File: src/rtl/mbist_mem_arbiter.sv
// Arbitrates the single-port test memory between the host port and the MBIST controller.
// Optional BIST ownership timeout with sticky bist_abort: define MBIST_ARB_TIMEOUT_EN.
module mbist_mem_arbiter #(
    parameter int unsigned addr    = 3,
    parameter int unsigned data    = 8,
    parameter int unsigned TIMEOUT = 256
) (
    input  logic            clk,
    input  logic            rst,
    input  logic            h_req,
    input  logic            h_we,
    input  logic [addr-1:0] h_addr,
    input  logic [data-1:0] h_wdata,
    output logic            h_gnt,
    output logic            h_rvalid,
    output logic [data-1:0] h_rdata,
    input  logic            bist_req,
    output logic            bist_gnt,
    input  logic            b_read,
    input  logic            b_write,
    input  logic [addr-1:0] b_addr,
    input  logic [data-1:0] b_din,
    output logic [data-1:0] b_dout,
    output logic            bist_conflict,
    output logic            mem_read,
    output logic            mem_write,
    output logic [addr-1:0] mem_addr,
    output logic [data-1:0] mem_din,
    input  logic [data-1:0] mem_dout
`ifdef MBIST_ARB_TIMEOUT_EN
    ,
    output logic            bist_abort
`endif
);

    localparam int unsigned AW = addr;
    localparam int unsigned DW = data;

    typedef enum logic [1:0] {
        ST_HOST    = 2'd0,
        ST_DRAIN   = 2'd1,
        ST_BIST    = 2'd2,
        ST_RELEASE = 2'd3
    } state_t;

    state_t          state;
    state_t          state_nx;
    logic            hv_q;
    logic            hwe_q;
    logic            rv_q;
    logic [AW-1:0]   addr_q;
    logic [DW-1:0]   din_q;
    logic            in_bist;
    logic            drained;
    logic            eff_req;
    logic            to_hit;

    assign in_bist = (state == ST_BIST);
    // Drained once nothing is issued to memory and no read data is still owed to the host.
    assign drained = ~hv_q & ~rv_q;

`ifdef MBIST_ARB_TIMEOUT_EN
    localparam int unsigned CW = $clog2(TIMEOUT) + 1;

    logic [CW-1:0] to_cnt;

    assign eff_req = bist_req & ~bist_abort;
    assign to_hit  = in_bist && (to_cnt == CW'(TIMEOUT - 1));

    // Ownership counter: zero outside BIST so it restarts on every entry.
    always_ff @(posedge clk) begin
        if (rst) begin
            to_cnt     <= '0;
            bist_abort <= 1'b0;
        end else begin
            to_cnt <= in_bist ? to_cnt + CW'(1) : '0;
            if (to_hit) begin
                bist_abort <= 1'b1;
            end
        end
    end
`else
    assign eff_req = bist_req;
    assign to_hit  = 1'b0;

    if (TIMEOUT == 0) begin : g_timeout_unused
    end
`endif

    always_ff @(posedge clk) begin
        if (rst) begin
            state         <= ST_HOST;
            hv_q          <= 1'b0;
            hwe_q         <= 1'b0;
            rv_q          <= 1'b0;
            addr_q        <= '0;
            din_q         <= '0;
            bist_conflict <= 1'b0;
        end else begin
            state <= state_nx;
            hv_q  <= h_gnt;
            rv_q  <= hv_q & ~hwe_q;
            if (h_gnt) begin
                hwe_q  <= h_we;
                addr_q <= h_addr;
                din_q  <= h_wdata;
            end
            bist_conflict <= bist_conflict | (in_bist & b_read & b_write);
        end
    end

    // Next state and memory pin mux; host pipeline drives the pins except in BIST.
    always_comb begin
        state_nx  = state;
        h_gnt     = 1'b0;
        bist_gnt  = 1'b0;
        mem_read  = hv_q & ~hwe_q;
        mem_write = hv_q & hwe_q;
        mem_addr  = addr_q;
        mem_din   = din_q;
        case (state)
            ST_HOST: begin
                h_gnt = h_req & ~eff_req & ~rst;
                if (eff_req) begin
                    state_nx = ST_DRAIN;
                end
            end
            ST_DRAIN: begin
                if (!eff_req) begin
                    state_nx = ST_HOST;
                end else if (drained) begin
                    state_nx = ST_BIST;
                end
            end
            ST_BIST: begin
                bist_gnt  = 1'b1;
                mem_read  = b_read & ~b_write;
                mem_write = b_write;
                mem_addr  = b_addr;
                mem_din   = b_din;
                if (to_hit || !bist_req) begin
                    state_nx = ST_RELEASE;
                end
            end
            ST_RELEASE: begin
                mem_read  = 1'b0;
                mem_write = 1'b0;
                state_nx  = ST_HOST;
            end
            default: begin
                state_nx = ST_HOST;
            end
        endcase
    end

    assign h_rvalid = rv_q;
    assign h_rdata  = rv_q ? mem_dout : '0;
    assign b_dout   = mem_dout;

endmodule
File: config.mk
export PLATFORM = sky130hd
export DESIGN_NAME = mbist_mem_arbiter
export DESIGN_NICKNAME = d
export VERILOG_FILES = /design/src/rtl/mbist_mem_arbiter.sv
export SDC_FILE = /design/constraint.sdc
export NUM_CORES = 1
export LEC_CHECK = 0
export BUFFER_PORTS_ARGS = -buffer_cell sky130_fd_sc_hd__buf_2
export CORE_ASPECT_RATIO = 0.6
export CORE_MARGIN = 2
export CORE_UTILIZATION = 41
export DETAILED_ROUTE_END_ITERATION = 8
export PLACE_DENSITY_LB_ADDON = 0.08
export SETUP_SLACK_MARGIN = 0.5
export SYNTH_ARGS = -nofsm -noshare
export SYNTH_HDL_FRONTEND = slang
export SYNTH_SLANG_ARGS = --single-unit
File: constraint.sdc
create_clock -name clk -period 1.7 [get_ports clk]
set_clock_uncertainty 0.05 [all_clocks]
set_input_delay 0 -clock clk [delete_from_list [all_inputs] [get_ports clk]]
set_output_delay 0 -clock clk [all_outputs]
set_load 0.03 [all_outputs]
Word level (Yosys, flattened, before mapping)
Index checks and enable logic that the tools add are counted.
{ "classes": {"shifts": 0, "n_addsub": 0, "multipliers": 0, "n_lt_le_gt_ge": 0, "reduce_logical": 2, "div": 0, "eq_ne": 6, "n_bitwise": 15, "n_mux": 12} }
{ "op_table": {"columns": ["operator", "count"], "rows": [
  ["8-bit 2-to-1 mux", 2],
  ["1-bit bitwise AND", 8],
  ["2-bit 2-to-1 mux", 4],
  ["2-bit one-hot mux with 4 select lines", 1],
  ["1-bit NOT", 6],
  ["2-bit == test, second input constant", 2],
  ["2-bit != test, second input constant", 2],
  ["1-bit one-hot mux with 2 select lines", 2],
  ["3-bit 2-to-1 mux", 1],
  ["3-bit != test, second input constant", 1],
  ["3-bit AND reduction", 1],
  ["2-bit by 1-bit == test with 1-bit output, second input constant", 1],
  ["2-bit logical NOT", 1],
  ["1-bit 2-to-1 mux", 2],
  ["1-bit OR", 1]
]} }
{ "word_totals": {"ff_bits": 17, "input_bits": 37, "wordCells": 42, "mem_bits_rw": 0, "n_memories": 0, "latchBits": 0, "rom_bits": 0} }

Logic depth before layout (Yosys ltp)
{ "logic_depth": {"word_depth": 5, "depth_mapped": 4, "mapped_depth_nobuf": 3} }

Least setup slack after synthesis
No wires, ideal clock.
{ "synth_timing": {"path_kind": "reg-to-output", "startpoint": "register with a tool-made name", "endpoint": "output mem_read", "required_time_ns": 1.650, "path_buffers": 0, "path_stages_with_launch": 3, "arrival_time_ns": 1.349, "setup_slack_ns": 0.301, "path_cell_list": "dfxtp_1 > nand2b_1 > o32ai_1"} }
{ "synth_rtl": {"columns": ["item", "line", "source"], "rows": [
  ["end, declared", "25", "output logic mem_read,"]
]} }

Worst setup path in the final report
{ "layout_timing": {"startpoint": "register state[0]", "endpoint": "output mem_addr[0]"} }
{ "layout_via": {"elab_chain_len": 2} }
{ "layout_rtl": {"columns": ["item", "line", "source"], "rows": [
  ["start, declared", "46", "state_t state;"],
  ["start signal, assigned", "100", "state <= state_nx;"],
  ["2-bit == test", "121", "case (state)"],
  ["3-bit 2-to-1 mux", "121", null],
  ["end, declared", "27", "output logic [addr-1:0] mem_addr,"]
]} }
No other way between the ends.

==> flow_summary_export.csv <==
group,metric,value,unit
power,leakagePower,0.812,nW
global_route,grt_overflow,0,
synthesis,yosysTopAreaCellShare,0.333,
critical_path,critPathKind,"flip-flop to primary output",
finish,mostFrequentLayoutCell,"buf_2",
timing,tns,0,ps
synthesis,syn_nets,142,
clock_network,ctsRootBufferMaster,"clkbuf_8",
global_route,grt_pass1_vias,913,
critical_path,critPathMaxStageDelay,350,ps
route,drc,0,
floorplan,core_area,2260,µm²
critical_path,crit_family,"multiplexers",
timing,hold_viol_final,0,
floorplan,dieArea,2920,µm²
route,drtAntennaViolNets,0,
global_route,antenna_found_initial,0,
clock_network,clkLatencyLatePin,250,ps
finish,utilization,0.739,
clock_network,cts_tree,"built",
synthesis,syn_avg_cell_area,9.75,µm²
synthesis,ys_warn_count,0,
clock_network,cts_num_sinks,17,
critical_path,cp.arrival,1450,ps
critical_path,critical_path_buf_inv_count,2,
route,vias,1021,
global_route,grt_usage,0.181,
timing,max_slew_margin,0.716,
placed_design,port-buffer-count,69,
synthesis,syn_inst,105,
synthesis,synth.area.top_cells,"dfxtp_1, nand2b_1, mux2i_1",
timing,fmax,668,MHz
critical_path,slowest_stage,"mux2_2",
route,wl,2660,µm
global_route,grt_pass1_wl,3900,µm
finish,insertedDiodeCount,0,
critical_path,endpoint_kind,"primary output",
critical_path,crit_fanout,6,
critical_path,start_kind,"flip-flop",
worst_hold_path,hold_class,"input pin to flip-flop",
power,ir_worst_vdd,0.503,mV
timing,min_period,1500,ps
placed_design,hpwl,1770,µm
placed_design,gp_congestion,0.688,
run_status,outcome,"completed",
timing,finalSetupViolCount,0,
synthesis,mappedNetlistArea,1020,µm²
timing,rsz0062_at_grt,"yes",
power,total_power,1.08,mW
synthesis,yosysUniqueCellTypes,24,
route,routedWlPerCell,12.1,µm
timing,worstMarginPinSlew,426,ps
finish,layout.nets,228,
route,firstDrtPassIters,2,
critical_path,worstPathRequired,1650,ps
critical_path,crit_chain,"nand2b_4 > clkinvlp_4 > mux2_2 > buf_4",
timing,fin_ws,202,ps
floorplan,start_util,0.453,
placed_design,pre_cts_slack,279,ps
floorplan,rows,13,
clock_network,h-tree-depth,1,
global_route,grt_max_degree,32,
timing,slew_violations,0,
clock_network,cts_max_path_buffers,2,
route,first_iter_violations,40,
floorplan,dieWidth,68.5,µm
floorplan,io_pins,70,
clock_network,numCtsBuffers,3,
route,viasPerCell,4.64,
timing,period_share,0.881,
clock_network,path_clk_slew,60,ps
power,powerDensity,649,nW/µm²
synthesis,ys_seq_area_frac,0.333,
floorplan,dieHeight,42.7,µm
job,maxCapViolations,0,
finish,syn2layout_area_growth,63.2,%
finish,final_layout_size_suffix_gt1_frac,0.563,
finish,final_cell_mix,"buf_2, nand2b_1, dfxtp_1",
synthesis,ys_seq_elements,17,
synthesis,synth_largest_area_cell,"dfxtp_1",
critical_path,rrSetupSlack,310,ps
[logic make-up (layout without fill, tap and decap cells)]
family | after synthesis | in the layout | share of synthesized area
AO/OA/AOI/OAI | 5 | 5 | 0.0330
AND/OR/NAND/NOR | 44 | 44 | 0.293
flip-flops | 17 | 17 | 0.333
buffers and inverters | 16 | 101 | 0.103
multiplexers | 23 | 23 | 0.238
[routing by layer]
layer | vias to the layer above | share of wire | GRT usage
met4 | 0 | 0.015 | 0.0480
met5 | - | 0 | 0
met1 | 457 | 0.43 | 0.210
li1 | 515 | - | -
met2 | 45 | 0.47 | 0.312
met3 | 4 | 0.085 | 0.0663
[Yosys cell counts, drive strengths merged]
library cell,count
mux2i,12
o21ai,1
nor3b,1
o2bb2ai,1
nand4b,1
dfxtp,17
o22ai,1
nand2,1
a21oi,1
nand2b,26
o32ai,1
buf,10
inv,3
or3b,2
nor2,1
or4b,1
and2,8
nor4b,1
nor2b,2
clkbuf,3
mux2,11
[area by class of cell]
cell class	count	area, µm²
Timing Repair inverter	1	7.51
Multi-Input combinational cell	72	613
Clock buffer	4	45.0
Fill cell	172	591
Sequential cell	17	349
Timing Repair Buffer	93	604
Tap cell	30	37.5
Inverter	3	13.8
[path summary, 6_finish.rpt]
| check | start | to | depth (start not counted) |
|---|---|---|---|
| worst min-delay path | b_write | bist_conflict$_SDFF_PP0_ | 3 |
| worst min register to register | bist_conflict$_SDFF_PP0_ | bist_conflict$_SDFF_PP0_ | 2 |
| worst max-delay path | state[0]$_SDFFE_PP0P_ | mem_addr[0] | 4 |
| worst max register to register | state[0]$_SDFFE_PP0P_ | din_q[2]$_SDFFE_PP0P_ | 5 |
[flip-flops by register name, indices dropped and copies added, names as in the netlist, named ones only]
name	count
bist_conflict	1
hwe_q	1
addr_q	3
hv_q	1
state	1
h_rvalid	1
din_q	8
[stage by stage]
step / cells / hold slack (ps) / area [µm²]
3_3_place_gp: 193 / 208 / 1350
4_1_cts: 217 / 5.40 / 1630
2_1_floorplan: 105 / 81.7 / 1050
5_1_grt: 220 / 17.0 / 1670
3_5_place_dp: 193 / 213 / 1350
6_report: 220 / 6.44 / 1670
[worst reg2reg max path, cell delays in order, from the launching register on]
cell and delay [ps]:
dfxtp_4 340, buf_4 150, nor4b_4 270, buf_4 180, buf_8 140, mux2i_1 180
[report_power, final]
part	switching, mW	leakage (nW)	total, mW	internal (mW)
clock network	0.132	0.0228	0.299	0.166
logic	0.174	0.649	0.350	0.176
registers	0.0155	0.141	0.435	0.420
[timing repair]
item | in CTS | in global routing
hold buffers | 13 | 0
setup endpoints to repair | 26 | 38
gates resized for setup | 19 | 6
buffers inserted | 6 | 3
gates cloned | 1 | 0
pin swaps | 1 | 1
endpoints found under the hold margin | 13 | 0
No activity file was read; power rests on OpenSTA's default activity.
